===== config.mk =====
export PLATFORM = sky130hd
export DESIGN_NAME = uart_loader
export DESIGN_NICKNAME = d
export VERILOG_FILES = /design/src/rtl/loader_pkg.sv /design/src/rtl/word_assembler.sv /design/src/rtl/uart_loader.sv
export SDC_FILE = /design/constraint.sdc
export NUM_CORES = 1
export LEC_CHECK = 0
export BUFFER_PORTS_ARGS = -buffer_cell sky130_fd_sc_hd__buf_2
export CORE_ASPECT_RATIO = 1.5
export CORE_MARGIN = 2
export CORE_UTILIZATION = 61
export DETAILED_ROUTE_END_ITERATION = 6
export MAX_ROUTING_LAYER = met4
export PLACE_DENSITY = 0.91
export SLEW_MARGIN = 0
export SYNTH_ARGS = -nofsm -noshare
export SYNTH_HDL_FRONTEND = slang
export SYNTH_SLANG_ARGS = --single-unit

===== constraint.sdc =====
create_clock -name clk -period 6.5 [get_ports clk]
set_input_delay 0.65 -clock clk [delete_from_list [all_inputs] [get_ports clk]]
set_output_delay 0.65 -clock clk [all_outputs]
set_load 0.005 [all_outputs]

===== src/rtl/loader_pkg.sv =====
// Shared definitions for the UART boot loader.
//   state_t  : loader FSM states (also visible on uart_loader.state_dbg)
//   ACK_BYTE : byte sent to the host once the instruction section is stored
//   NAK_BYTE : byte sent to the host once the loader has entered ERR
package loader_pkg;

  typedef enum logic [2:0] {
    IDLE    = 3'd0,
    I_LEN   = 3'd1,
    I_WORDS = 3'd2,
    ACK     = 3'd3,
    D_LEN   = 3'd4,
    D_WORDS = 3'd5,
    DONE    = 3'd6,
    ERR     = 3'd7
  } state_t;

  localparam logic [7:0] ACK_BYTE = 8'hAA;
  localparam logic [7:0] NAK_BYTE = 8'h55;

endpackage


===== src/rtl/word_assembler.sv =====
// Packs a stream of bytes into 32-bit big-endian words.
// Ports:
//   clk, reset  : clock, synchronous active-high reset
//   clear       : drops any partial word and restarts at byte position 0
//   byte_valid  : byte_in is taken on this cycle
//   byte_in     : incoming byte
//   word_valid  : combinational, high on the cycle the 4th byte is offered
//   word        : assembled word; first byte in bits 31:24, the 4th (current) byte in 7:0
module word_assembler (
  input  logic        clk,
  input  logic        reset,
  input  logic        clear,
  input  logic        byte_valid,
  input  logic [7:0]  byte_in,
  output logic        word_valid,
  output logic [31:0] word
);

  logic [23:0] shift_q;
  logic [1:0]  pos_q;

  always_ff @(posedge clk) begin
    if (reset || clear) begin
      shift_q <= '0;
      pos_q   <= '0;
    end else if (byte_valid) begin
      shift_q <= {shift_q[15:0], byte_in};
      pos_q   <= pos_q + 2'd1;  // wraps 3 -> 0 after each full word
    end
  end

  // The 4th byte is not stored: the word is presented while it is on the bus,
  // so the owner can register the write for the following cycle.
  assign word_valid = byte_valid && (pos_q == 2'd3);
  assign word       = {shift_q, byte_in};

endmodule


===== src/rtl/uart_loader.sv =====
// UART boot loader: receives an instruction section and a data section from a
// host, writes them into instruction/data memory, acknowledges and releases the CPU.
// Section format: 32-bit length word, then that many 32-bit words (big-endian).
// Optional feature macro LOADER_CHECKSUM_EN: each section is followed by one
// byte, the XOR of every byte of that section (length bytes included).
// Ports:
//   clk, reset             : clock, synchronous active-high reset
//   rx_data, rx_ready      : received byte and its one-cycle strobe
//   tx_busy                : transmitter busy
//   tx_data, tx_start      : byte to send and its one-cycle strobe
//   rts                    : high while host bytes are accepted
//   imem_we/addr/wdata     : instruction memory write port (word address)
//   dmem_we/addr/wdata     : data memory write port (word address)
//   core_start             : one-cycle CPU release pulse
//   err                    : sticky error flag
//   state_dbg              : current FSM state (loader_pkg::state_t encoding)
// Handshakes: rx_ready is a strobe with no back-pressure; a byte is consumed only
// while rts is high and dropped otherwise. tx_start is issued only on a cycle
// where tx_busy was low, and is high for exactly one cycle per byte.
module uart_loader
  import loader_pkg::*;
#(
  parameter int IMEM_DEPTH = 16384,
  parameter int DMEM_DEPTH = 2048
) (
  input  logic        clk,
  input  logic        reset,
  input  logic [7:0]  rx_data,
  input  logic        rx_ready,
  input  logic        tx_busy,
  output logic [7:0]  tx_data,
  output logic        tx_start,
  output logic        rts,
  output logic        imem_we,
  output logic [31:0] imem_addr,
  output logic [31:0] imem_wdata,
  output logic        dmem_we,
  output logic [31:0] dmem_addr,
  output logic [31:0] dmem_wdata,
  output logic        core_start,
  output logic        err,
  output logic [2:0]  state_dbg
);

  state_t      state, state_next;
  logic [31:0] len_q, wcnt;
  logic        nak_sent;
  logic        in_len, in_words, in_i_sec;
  logic        asm_en, word_valid, sect_done;
  logic [31:0] word, depth;
  state_t      sect_next;

  assign in_len    = (state == I_LEN) || (state == D_LEN);
  assign in_words  = (state == I_WORDS) || (state == D_WORDS);
  assign in_i_sec  = (state == I_LEN) || (state == I_WORDS);
  assign depth     = (state == I_LEN) ? 32'(IMEM_DEPTH) : 32'(DMEM_DEPTH);
  assign sect_next = in_i_sec ? ACK : DONE;
  assign state_dbg = state;

`ifdef LOADER_CHECKSUM_EN
  // Once a section's words are in, the next byte is its checksum and must not
  // reach the assembler.
  logic       sum_wait;
  logic [7:0] sum_q;
  assign asm_en = rx_ready && (in_len || in_words) && !sum_wait;
`else
  assign asm_en = rx_ready && (in_len || in_words);
`endif

  word_assembler u_asm (
    .clk        (clk),
    .reset      (reset),
    .clear      (state_next != state),
    .byte_valid (asm_en),
    .byte_in    (rx_data),
    .word_valid (word_valid),
    .word       (word)
  );

  always_ff @(posedge clk) begin
    if (reset) state <= IDLE;
    else       state <= state_next;
  end

  always_comb begin
    state_next = state;
    sect_done  = 1'b0;
    case (state)
      IDLE: state_next = I_LEN;
      I_LEN, D_LEN: begin
        if (word_valid) begin
          if (word > depth)       state_next = ERR;
          else if (word == '0)    sect_done  = 1'b1;
          else if (state == I_LEN) state_next = I_WORDS;
          else                    state_next = D_WORDS;
        end
      end
      I_WORDS, D_WORDS: begin
        if (word_valid && (wcnt == len_q - 32'd1)) sect_done = 1'b1;
      end
      ACK: begin
        if (!tx_busy) state_next = D_LEN;
      end
      default: state_next = state;  // DONE and ERR hold until reset
    endcase
`ifdef LOADER_CHECKSUM_EN
    if (sum_wait && rx_ready) state_next = (rx_data == sum_q) ? sect_next : ERR;
`else
    if (sect_done) state_next = sect_next;
`endif
  end

`ifdef LOADER_CHECKSUM_EN
  always_ff @(posedge clk) begin
    if (reset) begin
      sum_q    <= '0;
      sum_wait <= 1'b0;
    end else begin
      // The running XOR spans LEN and WORDS, so it restarts only when a section begins.
      if ((state_next != state) && ((state_next == I_LEN) || (state_next == D_LEN)))
        sum_q <= '0;
      else if (asm_en)
        sum_q <= sum_q ^ rx_data;
      if (state_next != state) sum_wait <= 1'b0;
      else if (sect_done)      sum_wait <= 1'b1;
    end
  end
`endif

  always_ff @(posedge clk) begin
    if (reset) begin
      len_q      <= '0;
      wcnt       <= '0;
      nak_sent   <= 1'b0;
      tx_data    <= '0;
      tx_start   <= 1'b0;
      rts        <= 1'b0;
      imem_we    <= 1'b0;
      imem_addr  <= '0;
      imem_wdata <= '0;
      dmem_we    <= 1'b0;
      dmem_addr  <= '0;
      dmem_wdata <= '0;
      core_start <= 1'b0;
      err        <= 1'b0;
    end else begin
      imem_we  <= 1'b0;
      dmem_we  <= 1'b0;
      tx_start <= 1'b0;

      if (word_valid && (state == I_WORDS)) begin
        imem_we    <= 1'b1;
        imem_addr  <= wcnt;
        imem_wdata <= word;
      end
      if (word_valid && (state == D_WORDS)) begin
        dmem_we    <= 1'b1;
        dmem_addr  <= wcnt;
        dmem_wdata <= word;
      end

      if (word_valid && in_len) len_q <= word;

      // Word index restarts with every state; it saturates rather than wraps.
      if (state_next != state)
        wcnt <= '0;
      else if (word_valid && in_words && (wcnt != '1))
        wcnt <= wcnt + 32'd1;

      if ((state == ACK) && (state_next == D_LEN)) begin
        tx_start <= 1'b1;
        tx_data  <= ACK_BYTE;
      end
      if ((state == ERR) && !nak_sent && !tx_busy) begin
        tx_start <= 1'b1;
        tx_data  <= NAK_BYTE;
        nak_sent <= 1'b1;
      end

      // Status outputs follow the state being entered so they line up with it.
      rts        <= (state_next == I_LEN) || (state_next == I_WORDS) ||
                    (state_next == D_LEN) || (state_next == D_WORDS);
      err        <= (state_next == ERR);
      core_start <= (state_next == DONE) && (state != DONE);
    end
  end

endmodule


==> results.py <==
metrics = {
    "placement": {
        "place_ws_ps": 2200,
        "dp.cells": 1548,
        "io_buffers": 156,
        "place_area_um2": 10900,
        "gp_congestion": 1.01,
        "dp_hpwl_um": 18200,
    },
    "worst_setup_path": {
        "worstPathMaxFanout": 30,
        "cp-start-kind": "flip-flop",
        "crit_family": "compound AO/OA/AOI/OAI gates",
        "crit_type": "flip-flop to flip-flop",
        "crit_path_end_kind": "flip-flop",
        "worstSetupPathDepth": 10,
        "crit_arrival_ps": 4760,
        "r2r-start": "state_dbg[0]",
        "cp_cell_sequence": "nand2_1 -> ha_1 -> a21boi_0 -> o32ai_1 -> o211ai_1 -> a221oi_1 -> o31ai_1 -> a41oi_2 -> buf_4 -> nor3b_1",
        "critPathRequiredTime_ps": 6900,
        "crit_buf_inv": 1,
        "slowest_delay_ps": 900,
        "crit_slowest_cell": "a41oi_2",
        "reg2reg_depth": 10,
        "crit_start": "state_dbg[0]",
    },
    "outcome": {
        "status": "finished clean",
    },
    "clock_tree": {
        "clk-insertion-delay-late_ps": 500,
        "post_cts_buffers": 0,
        "ctsRootBufferMaster": "clkbuf_16",
        "cts_resized": 0,
        "clk_pin_slew_ps": 70,
        "clockBufferDepth": 3,
        "cts_made_buffers": 21,
        "holdBufCountCts": 0,
        "htreeDepth": 1,
        "cts_sinks": 230,
        "cts_tree": "yes",
    },
    "global_routing": {
        "grt_pass1_vias": 8780,
        "grt_max_degree": 112,
        "grt_overflow": 0,
        "antenna_found_initial": 0,
        "grtUsageTotal_pct": 30.8,
        "grt_pass1_wl_um": 42900,
    },
    "synthesis": {
        "synth_async_sr_flop_share_pct": 0,
        "ys_warn_count": 0,
        "synth_fp_nets": 1291,
        "synthDistinctLibCells": 68,
        "ys_ff_latch": 230,
        "synthTopCellsByArea": "dfxtp_1 45%, nand2_1 14%, a21oi_1 8.3%",
        "syn_inst": 1274,
        "synth_flop_cell": "dfxtp_1",
        "ys_seq_area_share_pct": 45.4,
        "synth.largest_area_cell": "dfxtp_1",
        "synth.top_cell.area_share_pct": 45.4,
        "syn-cell-area_um2": 10200,
        "postSynthAreaPerCell_um2": 7.97,
        "synth_edf_count": 0,
    },
    "layout": {
        "most-common-layout-cells": "371 x nand2_1, 230 x dfxtp_1, 168 x a21oi_1",
        "fin_area_um2": 11500,
        "final_cells": 1583,
        "layout_commonest_cell": "nand2_1",
        "fill_cells": 1303,
        "layout-drive-gt1-share_pct": 15.5,
        "area_growth_pct": 13.7,
        "diodes": 0,
        "nets": 1382,
    },
    "power_and_ir_drop": {
        "ir_worst_vdd_uv": 198,
        "seq_power_share_pct": 52.7,
        "finalPower_mw": 2.69,
        "p_per_area_nw_per_um2": 233,
        "p_sw_mw": 0.559,
        "p_int_mw": 2.13,
        "p_leak_nw": 4.65,
        "share_comb_of_total_power_pct": 2.0,
        "p_clk_share_pct": 45.3,
        "p_sw_share_pct": 20.8,
    },
    "route": {
        "avgViaCountPerCell": 5.83,
        "drt_iter0_drc": 662,
        "drc": 0,
        "antenna_left": 0,
        "via_count": 9223,
        "drt-total-wl_um": 26700,
        "post_drt_wl_per_cell_um": 16.8,
        "dr.pass1.iters": 5,
    },
    "worst_hold_path": {
        "hold_path_depth": 3,
        "hold_start": "rx_data[2]",
        "min_path_type": "input port to flip-flop",
    },
    "sta": {
        "worst_slack_ps": 2140,
        "rsz0062_at_grt": "no",
        "hold_viol_final": 0,
        "post-route-period-util_pct": 67.0,
        "worstMarginPinSlew_ps": 1120,
        "finalClockSkew_ps": 9.46,
        "slew_viol_final": 0,
        "setup_viol": 0,
        "maxSlewHeadroom_pct": 25.5,
        "min_period_ps": 4360,
        "tns_ps": 0,
        "clock.fmax_ghz": 0.229,
    },
    "floorplanning": {
        "fp-row-count": 57,
        "die_h_um": 162,
        "die_area_um2": 17700,
        "initial_core_util_pct": 62.4,
        "pin_count": 157,
        "core_area_um2": 16300,
        "die_w_um": 109,
    },
    "run": {
        "maxCapViolations": 0,
    },
}
[per-stage QoR]
stage	util (%)	hold WS, ps
floorplan	-	448
global placement	66.8	439
detailed placement	66.8	443
CTS	71.0	443
global route	71.0	463
finish	71.0	451
[Yosys cell counts (7+ instances only)]
library cell  number
dfxtp_1          230
nor4_1            14
buf_4              7
nand3_1           22
or3_1              7
mux2i_1           27
nor3_1            18
buf_2              9
nand2_1          372
xnor2_1           42
inv_1             19
nand4_1           17
a21oi_1          168
xor2_1            35
clkbuf_1          76
nor2_1            59
nor3b_1           36
[final timing paths]
path / to / slack (ps)
setup / recovery: wcnt[27] / 2140
hold reg to reg: dmem_wdata[12] / 450
hold / removal: dmem_wdata[2] / 450
setup reg to reg: wcnt[27] / 2140
[tightest hold or removal path: stages]
cell	delay, ps
buf_2	140
nand2_1	60
a21oi_1	50
[area by class of cell]
class	count	area, um2	share of cell area [%]
inverter	19	71.3	0.618
multi-input combinational	928	5080	44.0
clock inverter	5	58.8	0.509
clock buffer	30	619	5.36
tap	206	258	2.23
sequential	230	4600	39.9
timing repair buffer	165	851	7.37
[per-layer routing]
metal	part of all wire, %	vias to the layer above	GRT usage [%]
met5	0	-	-
met4	4.0	0	13.0
met3	4.6	87	3.57
met2	52	283	53.2
met1	40	4399	35.6
li1	-	4454	-
[cells by family after synthesis]
| kind of cell | after synthesis | share of synthesized area, % |
|---|---|---|
| AND/OR/NAND/NOR | 592 | 26.7 |
| AO/OA/AOI/OAI | 222 | 12.5 |
| multiplexers | 31 | 3.11 |
| adder cells (fa/ha/maj) | 5 | 0.616 |
| XOR/XNOR | 78 | 6.88 |
| buffers and inverters | 116 | 4.82 |
| flip-flops | 230 | 45.4 |
[registers in the layout (all words and copies together), names as in the netlist, 2 cells and up]
register,count
u_asm.pos_q,2
wcnt,32
state_dbg,3
imem_wdata,32
len_q,32
imem_addr,32
u_asm.shift_q,24
dmem_addr,32
dmem_wdata,32
tx_data,2
[power by group through the flow]
| stage | sequential [mW] | clock (mW) | combinational, mW |
|---|---|---|---|
| final | 1.42 | 1.22 | 0.0541 |
| after global routing | 1.42 | 1.28 | 0.0583 |
| after CTS | 1.42 | 1.23 | 0.0535 |
| after detailed placement | 1.45 | 0 | 0.0533 |
| after global placement | 1.45 | 0 | 0.0523 |
| after floorplan | 1.44 | 0 | 0.0406 |
Note: power is estimated with default switching activity, not from simulation.
